## src/rtl/cmd_proto_pkg.sv

```systemverilog
// Shared definitions for the inter-board command protocol.
// Both command_sender and the switch-board command responder use this package.
package cmd_proto_pkg;

    localparam logic [7:0] CMD_HDR     = 8'hA5;
    localparam logic [7:0] RSP_HDR     = 8'h5A;
    localparam logic [7:0] ERR_TIMEOUT = 8'hFF;
    localparam logic [7:0] ERR_CHKSUM  = 8'hFE;

    typedef enum logic [2:0] {
        IDLE,
        SEND,
        HUNT,
        STAT,
        CHK,
        FIN
    } cmd_sender_state_t;

    // Frame checksums are a plain byte-wise XOR; pass 8'h00 for unused operands.
    function automatic logic [7:0] xorChecksum(input logic [7:0] a,
                                               input logic [7:0] b,
                                               input logic [7:0] c);
        return a ^ b ^ c;
    endfunction

endpackage

```

## src/rtl/cmd_timeout_timer.sv

```systemverilog
// Response timeout counter: cleared while idle/sending, counts while enabled.
// expired_o rises during the TIMEOUT_CYCLES-th enabled cycle and stays up until cleared.
module cmd_timeout_timer #(
    parameter int TIMEOUT_CYCLES = 100000
) (
    input  logic clk_i,
    input  logic rst_i,
    input  logic clear_i,
    input  logic enable_i,
    output logic expired_o
);

    localparam int CNT_W = $clog2(TIMEOUT_CYCLES + 1);
    localparam logic [CNT_W-1:0] LIMIT = CNT_W'(TIMEOUT_CYCLES);
    localparam logic [CNT_W-1:0] LAST  = CNT_W'(TIMEOUT_CYCLES - 1);

    logic [CNT_W-1:0] count_q;
    logic [CNT_W-1:0] count_d;

    // Saturate so a timeout that is deferred by a pop is still seen next cycle.
    always_comb begin
        count_d = count_q;
        if (clear_i) begin
            count_d = '0;
        end else if (enable_i && (count_q != LIMIT)) begin
            count_d = count_q + 1'b1;
        end
    end

    always_ff @(posedge clk_i) begin
        if (rst_i) begin
            count_q <= '0;
        end else begin
            count_q <= count_d;
        end
    end

    assign expired_o = enable_i && (count_q >= LAST);

endmodule

```

## src/rtl/command_sender.sv

```systemverilog
// Initiator side of the command protocol: sends A5/cmd/arg/chk, then parses 5A/status/chk.
// Define CMD_SENDER_RETRY_EN to re-send up to MAX_RETRY times after a timeout or bad checksum.
module command_sender
    import cmd_proto_pkg::*;
#(
    parameter int FIFO_DEPTH     = 16,
    parameter int COUNTER_W      = 5,
    parameter int TIMEOUT_CYCLES = 100000,
    parameter int MAX_RETRY      = 2
) (
    input  logic                 clk_i,
    input  logic                 rst_i,
    input  logic                 req_i,
    input  logic [7:0]           req_cmd_i,
    input  logic [7:0]           req_arg_i,
    output logic                 ready_o,
    output logic                 done_o,
    output logic                 ok_o,
    output logic [7:0]           resp_status_o,
    output logic                 tf_push_o,
    output logic [7:0]           tdr_o,
    input  logic [COUNTER_W-1:0] tf_count_i,
    output logic                 rf_pop_o,
    input  logic [7:0]           rdr_i,
    input  logic [COUNTER_W-1:0] rf_counter_i
);

    localparam logic [COUNTER_W-1:0] DEPTH_CNT = COUNTER_W'(FIFO_DEPTH);

    cmd_sender_state_t state_q, state_d;
    logic [1:0] byteIdx_q, byteIdx_d;
    logic [7:0] cmd_q, cmd_d;
    logic [7:0] arg_q, arg_d;
    logic [7:0] status_q, status_d;
    logic       ok_q, ok_d;
    logic [7:0] respStatus_q, respStatus_d;

    logic       push;
    logic       pop;
    logic [7:0] txByte;
    logic       errValid;
    logic [7:0] errCode;
    logic       timerEn;
    logic       expired;
    logic       rxAvail;
    logic       txSpace;

`ifdef CMD_SENDER_RETRY_EN
    localparam int RETRY_W = (MAX_RETRY > 0) ? $clog2(MAX_RETRY + 1) : 1;
    logic [RETRY_W-1:0] retryCnt_q, retryCnt_d;
`else
    logic unusedRetryCfg;
    assign unusedRetryCfg = (MAX_RETRY != 0);
`endif

    assign rxAvail = (rf_counter_i != '0);
    assign txSpace = (tf_count_i < DEPTH_CNT);
    assign timerEn = (state_q == HUNT) || (state_q == STAT) || (state_q == CHK);

    cmd_timeout_timer #(
        .TIMEOUT_CYCLES(TIMEOUT_CYCLES)
    ) uTimer (
        .clk_i    (clk_i),
        .rst_i    (rst_i),
        .clear_i  (!timerEn),
        .enable_i (timerEn),
        .expired_o(expired)
    );

    always_comb begin
        unique case (byteIdx_q)
            2'd0:    txByte = CMD_HDR;
            2'd1:    txByte = cmd_q;
            2'd2:    txByte = arg_q;
            default: txByte = xorChecksum(CMD_HDR, cmd_q, arg_q);
        endcase
    end

    // A pop in the same cycle as expiry wins; the timeout is only acted on when no byte arrived.
    always_comb begin
        state_d      = state_q;
        byteIdx_d    = byteIdx_q;
        cmd_d        = cmd_q;
        arg_d        = arg_q;
        status_d     = status_q;
        ok_d         = ok_q;
        respStatus_d = respStatus_q;
        push         = 1'b0;
        pop          = 1'b0;
        errValid     = 1'b0;
        errCode      = 8'h00;
`ifdef CMD_SENDER_RETRY_EN
        retryCnt_d   = retryCnt_q;
`endif

        unique case (state_q)
            IDLE: begin
                pop = rxAvail;
                if (req_i) begin
                    cmd_d        = req_cmd_i;
                    arg_d        = req_arg_i;
                    ok_d         = 1'b0;
                    respStatus_d = 8'h00;
                    byteIdx_d    = 2'd0;
                    state_d      = SEND;
`ifdef CMD_SENDER_RETRY_EN
                    retryCnt_d   = '0;
`endif
                end
            end
            SEND: begin
                if (txSpace) begin
                    push = 1'b1;
                    if (byteIdx_q == 2'd3) begin
                        byteIdx_d = 2'd0;
                        state_d   = HUNT;
                    end else begin
                        byteIdx_d = byteIdx_q + 2'd1;
                    end
                end
            end
            HUNT: begin
                if (rxAvail) begin
                    pop = 1'b1;
                    if (rdr_i == RSP_HDR) begin
                        state_d = STAT;
                    end
                end else if (expired) begin
                    errValid = 1'b1;
                    errCode  = ERR_TIMEOUT;
                end
            end
            STAT: begin
                if (rxAvail) begin
                    pop      = 1'b1;
                    status_d = rdr_i;
                    state_d  = CHK;
                end else if (expired) begin
                    errValid = 1'b1;
                    errCode  = ERR_TIMEOUT;
                end
            end
            CHK: begin
                if (rxAvail) begin
                    pop = 1'b1;
                    if (rdr_i == xorChecksum(RSP_HDR, status_q, 8'h00)) begin
                        ok_d         = 1'b1;
                        respStatus_d = status_q;
                        state_d      = FIN;
                    end else begin
                        errValid = 1'b1;
                        errCode  = ERR_CHKSUM;
                    end
                end else if (expired) begin
                    errValid = 1'b1;
                    errCode  = ERR_TIMEOUT;
                end
            end
            FIN: begin
                state_d = IDLE;
            end
            default: begin
                state_d = IDLE;
            end
        endcase

        if (errValid) begin
`ifdef CMD_SENDER_RETRY_EN
            if (retryCnt_q < RETRY_W'(MAX_RETRY)) begin
                retryCnt_d = retryCnt_q + 1'b1;
                byteIdx_d  = 2'd0;
                state_d    = SEND;
            end else begin
                ok_d         = 1'b0;
                respStatus_d = errCode;
                state_d      = FIN;
            end
`else
            ok_d         = 1'b0;
            respStatus_d = errCode;
            state_d      = FIN;
`endif
        end
    end

    always_ff @(posedge clk_i) begin
        if (rst_i) begin
            state_q      <= IDLE;
            byteIdx_q    <= 2'd0;
            cmd_q        <= 8'h00;
            arg_q        <= 8'h00;
            status_q     <= 8'h00;
            ok_q         <= 1'b0;
            respStatus_q <= 8'h00;
        end else begin
            state_q      <= state_d;
            byteIdx_q    <= byteIdx_d;
            cmd_q        <= cmd_d;
            arg_q        <= arg_d;
            status_q     <= status_d;
            ok_q         <= ok_d;
            respStatus_q <= respStatus_d;
        end
    end

`ifdef CMD_SENDER_RETRY_EN
    always_ff @(posedge clk_i) begin
        if (rst_i) begin
            retryCnt_q <= '0;
        end else begin
            retryCnt_q <= retryCnt_d;
        end
    end
`endif

    // Strobes are masked during reset so an aborted frame stops immediately.
    assign tf_push_o     = push && !rst_i;
    assign rf_pop_o      = pop && !rst_i;
    assign tdr_o         = tf_push_o ? txByte : 8'h00;
    assign ready_o       = (state_q == IDLE);
    assign done_o        = (state_q == FIN);
    assign ok_o          = ok_q;
    assign resp_status_o = respStatus_q;

endmodule

```

## config.mk

```make
export PLATFORM = sky130hd
export DESIGN_NAME = command_sender
export DESIGN_NICKNAME = d
export VERILOG_FILES = /design/src/rtl/cmd_proto_pkg.sv /design/src/rtl/cmd_timeout_timer.sv /design/src/rtl/command_sender.sv
export SDC_FILE = /design/constraint.sdc
export NUM_CORES = 1
export LEC_CHECK = 0
export CAP_MARGIN = 20
export CORE_MARGIN = 1.5
export CORE_UTILIZATION = 26
export CTS_CLUSTER_SIZE = 28
export DETAILED_ROUTE_END_ITERATION = 6
export GPL_TIMING_DRIVEN = 0
export PLACE_DENSITY_LB_ADDON = 0.2
export REMOVE_ABC_BUFFERS = 1
export SLEW_MARGIN = 20
export SYNTH_ARGS = -nofsm -noshare
export SYNTH_HDL_FRONTEND = slang
export SYNTH_SLANG_ARGS = --single-unit
```

## constraint.sdc

```tcl
create_clock -name clk_i -period 2.27 [get_ports clk_i]
set_input_delay 0.3405 -clock clk_i [delete_from_list [all_inputs] [get_ports clk_i]]
set_output_delay 0.3405 -clock clk_i [all_outputs]
set_load 0.05 [all_outputs]
```

==> out/results.tsv <==
stage	metric	value	unit
floorplan	area of the die	12100	um^2
worst_setup_path	CP Launch Point	rf_counter_i[0]	
worst_setup_path	largest fanout on the critical path	5	
timing	hold violation total from the final report	0	
route	vias post-DR	2688	
worst_setup_path	setup slack of the worst register-to-register path	0.21	ns
timing	actual slew at the worst max-slew pin	1.04	ns
yosys	top cell type by total area after synthesis	sky130_fd_sc_hd__dfxtp_1	
clock_tree	root buf cell	sky130_fd_sc_hd__clkbuf_16	
worst_setup_path	Worst Setup Path Type	input pin to primary output	
global_route	largest net degree at the start of global routing	39	
global_route	antenna violations before repair	0	
clock_tree	Sink Count	55	
worst_setup_path	cells along the critical path	clkdlybuf4s50_1 > or4_4 > nor2_4 > a2111oi_2 > buf_2	
yosys	area share of the leading cell type in the synthesized netlist	37.1	%
yosys	area of the mapped netlist	2970	um^2
worst_setup_path	CP required	1.93	ns
route	detail-routed via count per cell	4.82	
finish	area added between synthesis and finish	28.5	%
clock_tree	number of levels in the clock H-tree	2	
yosys	number of synthesized register bits	55	
clock_tree	buffer levels on the longest clock path	2	
clock_tree	clock transition at the registers of the reported paths	0.07	ns
finish	# nets final	460	
floorplan	number of top-level design ports	58	
finish	fraction of layout instances using a drive strength above 1	12.0	%
worst_setup_path	cell at the slowest stage of the critical path	sky130_fd_sc_hd__or4_4	
clock_tree	worst-skew pair later-pin latency	0.29	ns
global_route	overall fraction of global-route tracks in use	12.9	%
yosys	yosys synthesis warning count	0	
worst_setup_path	start of the worst register-to-register path	state_q[2]$_SDFFE_PP0P_	
finish	final cell utilization of the core	34.7	%
timing	final critical path time including I/O delays and setup	2.18	ns
yosys	post-synth cell types	55	
yosys	per-instance average area after synthesis	7.95	um^2
floorplan	width of the die	110	um
worst_setup_path	destination of the worst register-to-register timing path	uTimer.count_q[16]$_SDFFE_PP0P_	
place	worst setup slack before clock tree synthesis	-0.671	ns
place	quantity of I/O buffers inserted on ports	53	
yosys	async set-or-reset flop fraction in the synthesized netlist	0	%
clock_tree	TritonCTS buffer count	5	
worst_setup_path	Register-to-Register Path Depth	5	
power	total power	2530	uW
floorplan	die span in y	110	um
clock_tree	TritonCTS clock tree	built	
global_route	wire length of the first global-routing pass	12200	um
timing	aggregate negative setup slack	0	ns
floorplan	total core area	11000	um^2
route	final wirelength	7390	um
place	routability congestion estimate	0.795	
yosys	Seq/Total Area, Yosys	37.1	%
timing	final setup violating endpoints	0	
yosys	main flop type after synthesis	sky130_fd_sc_hd__dfxtp_1	
floorplan	site row count	38	
worst_setup_path	Critical Path Sink Type	primary output	
timing	Worst Skew	0.00941	ns
global_route	via count of the first global-routing pass	2509	
route	DRC	0	
timing	top achievable clock speed	458	MHz
flow_run	max-cap violations	0	
worst_setup_path	type of element launching the critical path	input pin	
yosys	largest cells by area after synthesis	sky130_fd_sc_hd__dfxtp_1, sky130_fd_sc_hd__a21oi_1, sky130_fd_sc_hd__nand2_1	
power	maximum VDD drop	358	uV
timing	worst-case setup margin in the final layout	0.0855	ns
finish	number of antenna repair diodes	0	
route	detailed-routing iteration count for the pre-antenna-repair pass	6	
timing	setup repair after global routing missed its margin	false	
worst_setup_path	maximum single-stage delay on the critical path	0.60	ns
run_status	result of the run	finished clean	
floorplan	Initial Util	27.0	%
power	power density normalized to cell area	664	nW/um^2
yosys	top-count cell post-synth	sky130_fd_sc_hd__nand2_1	
timing	fraction of the cycle the final worst path needs	96.2	%
yosys	post-synthesis cell count	373	
route	final antenna-violating net count	0	
route	number of DRC markers after the initial detailed-route iteration	171	
timing	headroom to the max-slew limit	30.4	%
worst_hold_path	worst hold-check path type	input pin to flip-flop	
worst_setup_path	capturing element of the worst setup path	rf_pop_o	
worst_setup_path	CP arrival	1.84	ns
route	post-detailed-route wirelength per cell	13.2	um
timing	final count of pins violating max slew	0	
yosys	number of flops mapped to enable cells by yosys	0	
yosys	synth cell count leaders	sky130_fd_sc_hd__nand2_1, sky130_fd_sc_hd__a21oi_1, sky130_fd_sc_hd__dfxtp_1	
place	DPL Wire Length	5100	um
power	Lkg Pwr	0.00140	uW
global_route	GR Overflow Total	0	
==> layout make-up <==
type,instances,area [um^2]
clock inverter,2,38.8
tap,140,175
multi-input combinational,284,1780
fill,1174,7170
sequential,55,1110
inverter,16,60.1
clock buffer,6,129
timing repair buffer,55,520
==> through the flow <==
stage	area, um^2	hold slack [ns]	instances
after CTS	3800	0.465	558
after floorplan	2880	0.410	355
after detailed placement	3600	0.465	549
final	3810	0.467	558
after global placement	3590	0.456	548
after global routing	3810	0.484	558
==> worst min-delay path by stage <==
stage | start | to | depth (start not counted)
floorplan | rst_i | arg_q[0]$_SDFFE_PP0P_ | 1
global placement | arg_q[3]$_SDFFE_PP0P_ | arg_q[3]$_SDFFE_PP0P_ | 2
detailed placement | arg_q[5]$_SDFFE_PP0P_ | arg_q[5]$_SDFFE_PP0P_ | 2
CTS | rst_i | arg_q[2]$_SDFFE_PP0P_ | 3
global route | rst_i | status_q[7]$_SDFFE_PP0P_ | 3
finish | rst_i | arg_q[2]$_SDFFE_PP0P_ | 3
==> timing repair <==
action                                  in CTS  in global routing
gates cloned                                 0                  0
pin swaps                                    1                  0
buffers inserted                             1                  0
endpoints found under the setup margin      21                 21
hold buffers                                 0                  0
gates resized for setup                     73                  8
==> registers in the layout, summed over array words and instances, names as in the netlist <==
| name | count |
|---|---|
| arg_q | 8 |
| byteIdx_q | 2 |
| cmd_q | 8 |
| ok_o | 1 |
| resp_status_o | 8 |
| state_q | 3 |
| status_q | 8 |
| uTimer.count_q | 17 |
==> power by group <==
group / internal [uW] / switching [uW] / leakage [uW] / total, uW
logic: 209 / 342 / 0.000871 / 551
clock network: 526 / 358 / 0.0000815 / 884
registers: 1030 / 70.4 / 0.000449 / 1100
total: 1760 / 770 / 0.00140 / 2530
==> cells by family (layout without fill, tap and decap cells) <==
family	count (synthesis)	after routing	synth area share (%)
AND/OR/NAND/NOR	151	151	27.0
buffers and inverters	34	79	4.93
multiplexers	9	9	3.04
AO/OA/AOI/OAI	105	105	21.6
adder cells (fa/ha/maj)	6	6	2.53
flip-flops	55	55	37.1
XOR/XNOR	13	13	3.84
==> layout by cell type (no fill, tap or decap), drive strengths merged, types with 3 or more instances in the layout <==
cell	Yosys	routed
xor2	6	6
nor3	3	3
clkdlybuf4s50	0	40
nand3	10	10
nand4	6	6
nand2	59	59
nor2b	12	12
o31ai	3	3
xnor2	7	7
o21ai	25	25
or3	9	9
o211ai	3	3
nor2	29	29
a21oi	56	56
and2	3	3
o22ai	4	4
ha	6	6
inv	16	17
clkbuf	13	7
or4	4	4
dfxtp	55	55
buf	5	12
mux2i	9	9
==> routing by layer <==
metal  part of all wire [%]  GRT usage, %
met5                      0             0
met4                    1.3          4.45
met3                    4.1          2.19
met2                     45          20.6
met1                     50          17.5
==> critical path, delay by kind of cell <==
family | cells | cell delay (ns)
AOI/OAI and AO/OA | 1 | 0.07
buffers and inverters | 2 | 0.62
and+or+nand+nor | 2 | 0.80
No activity file was read; power rests on OpenSTA's default activity.
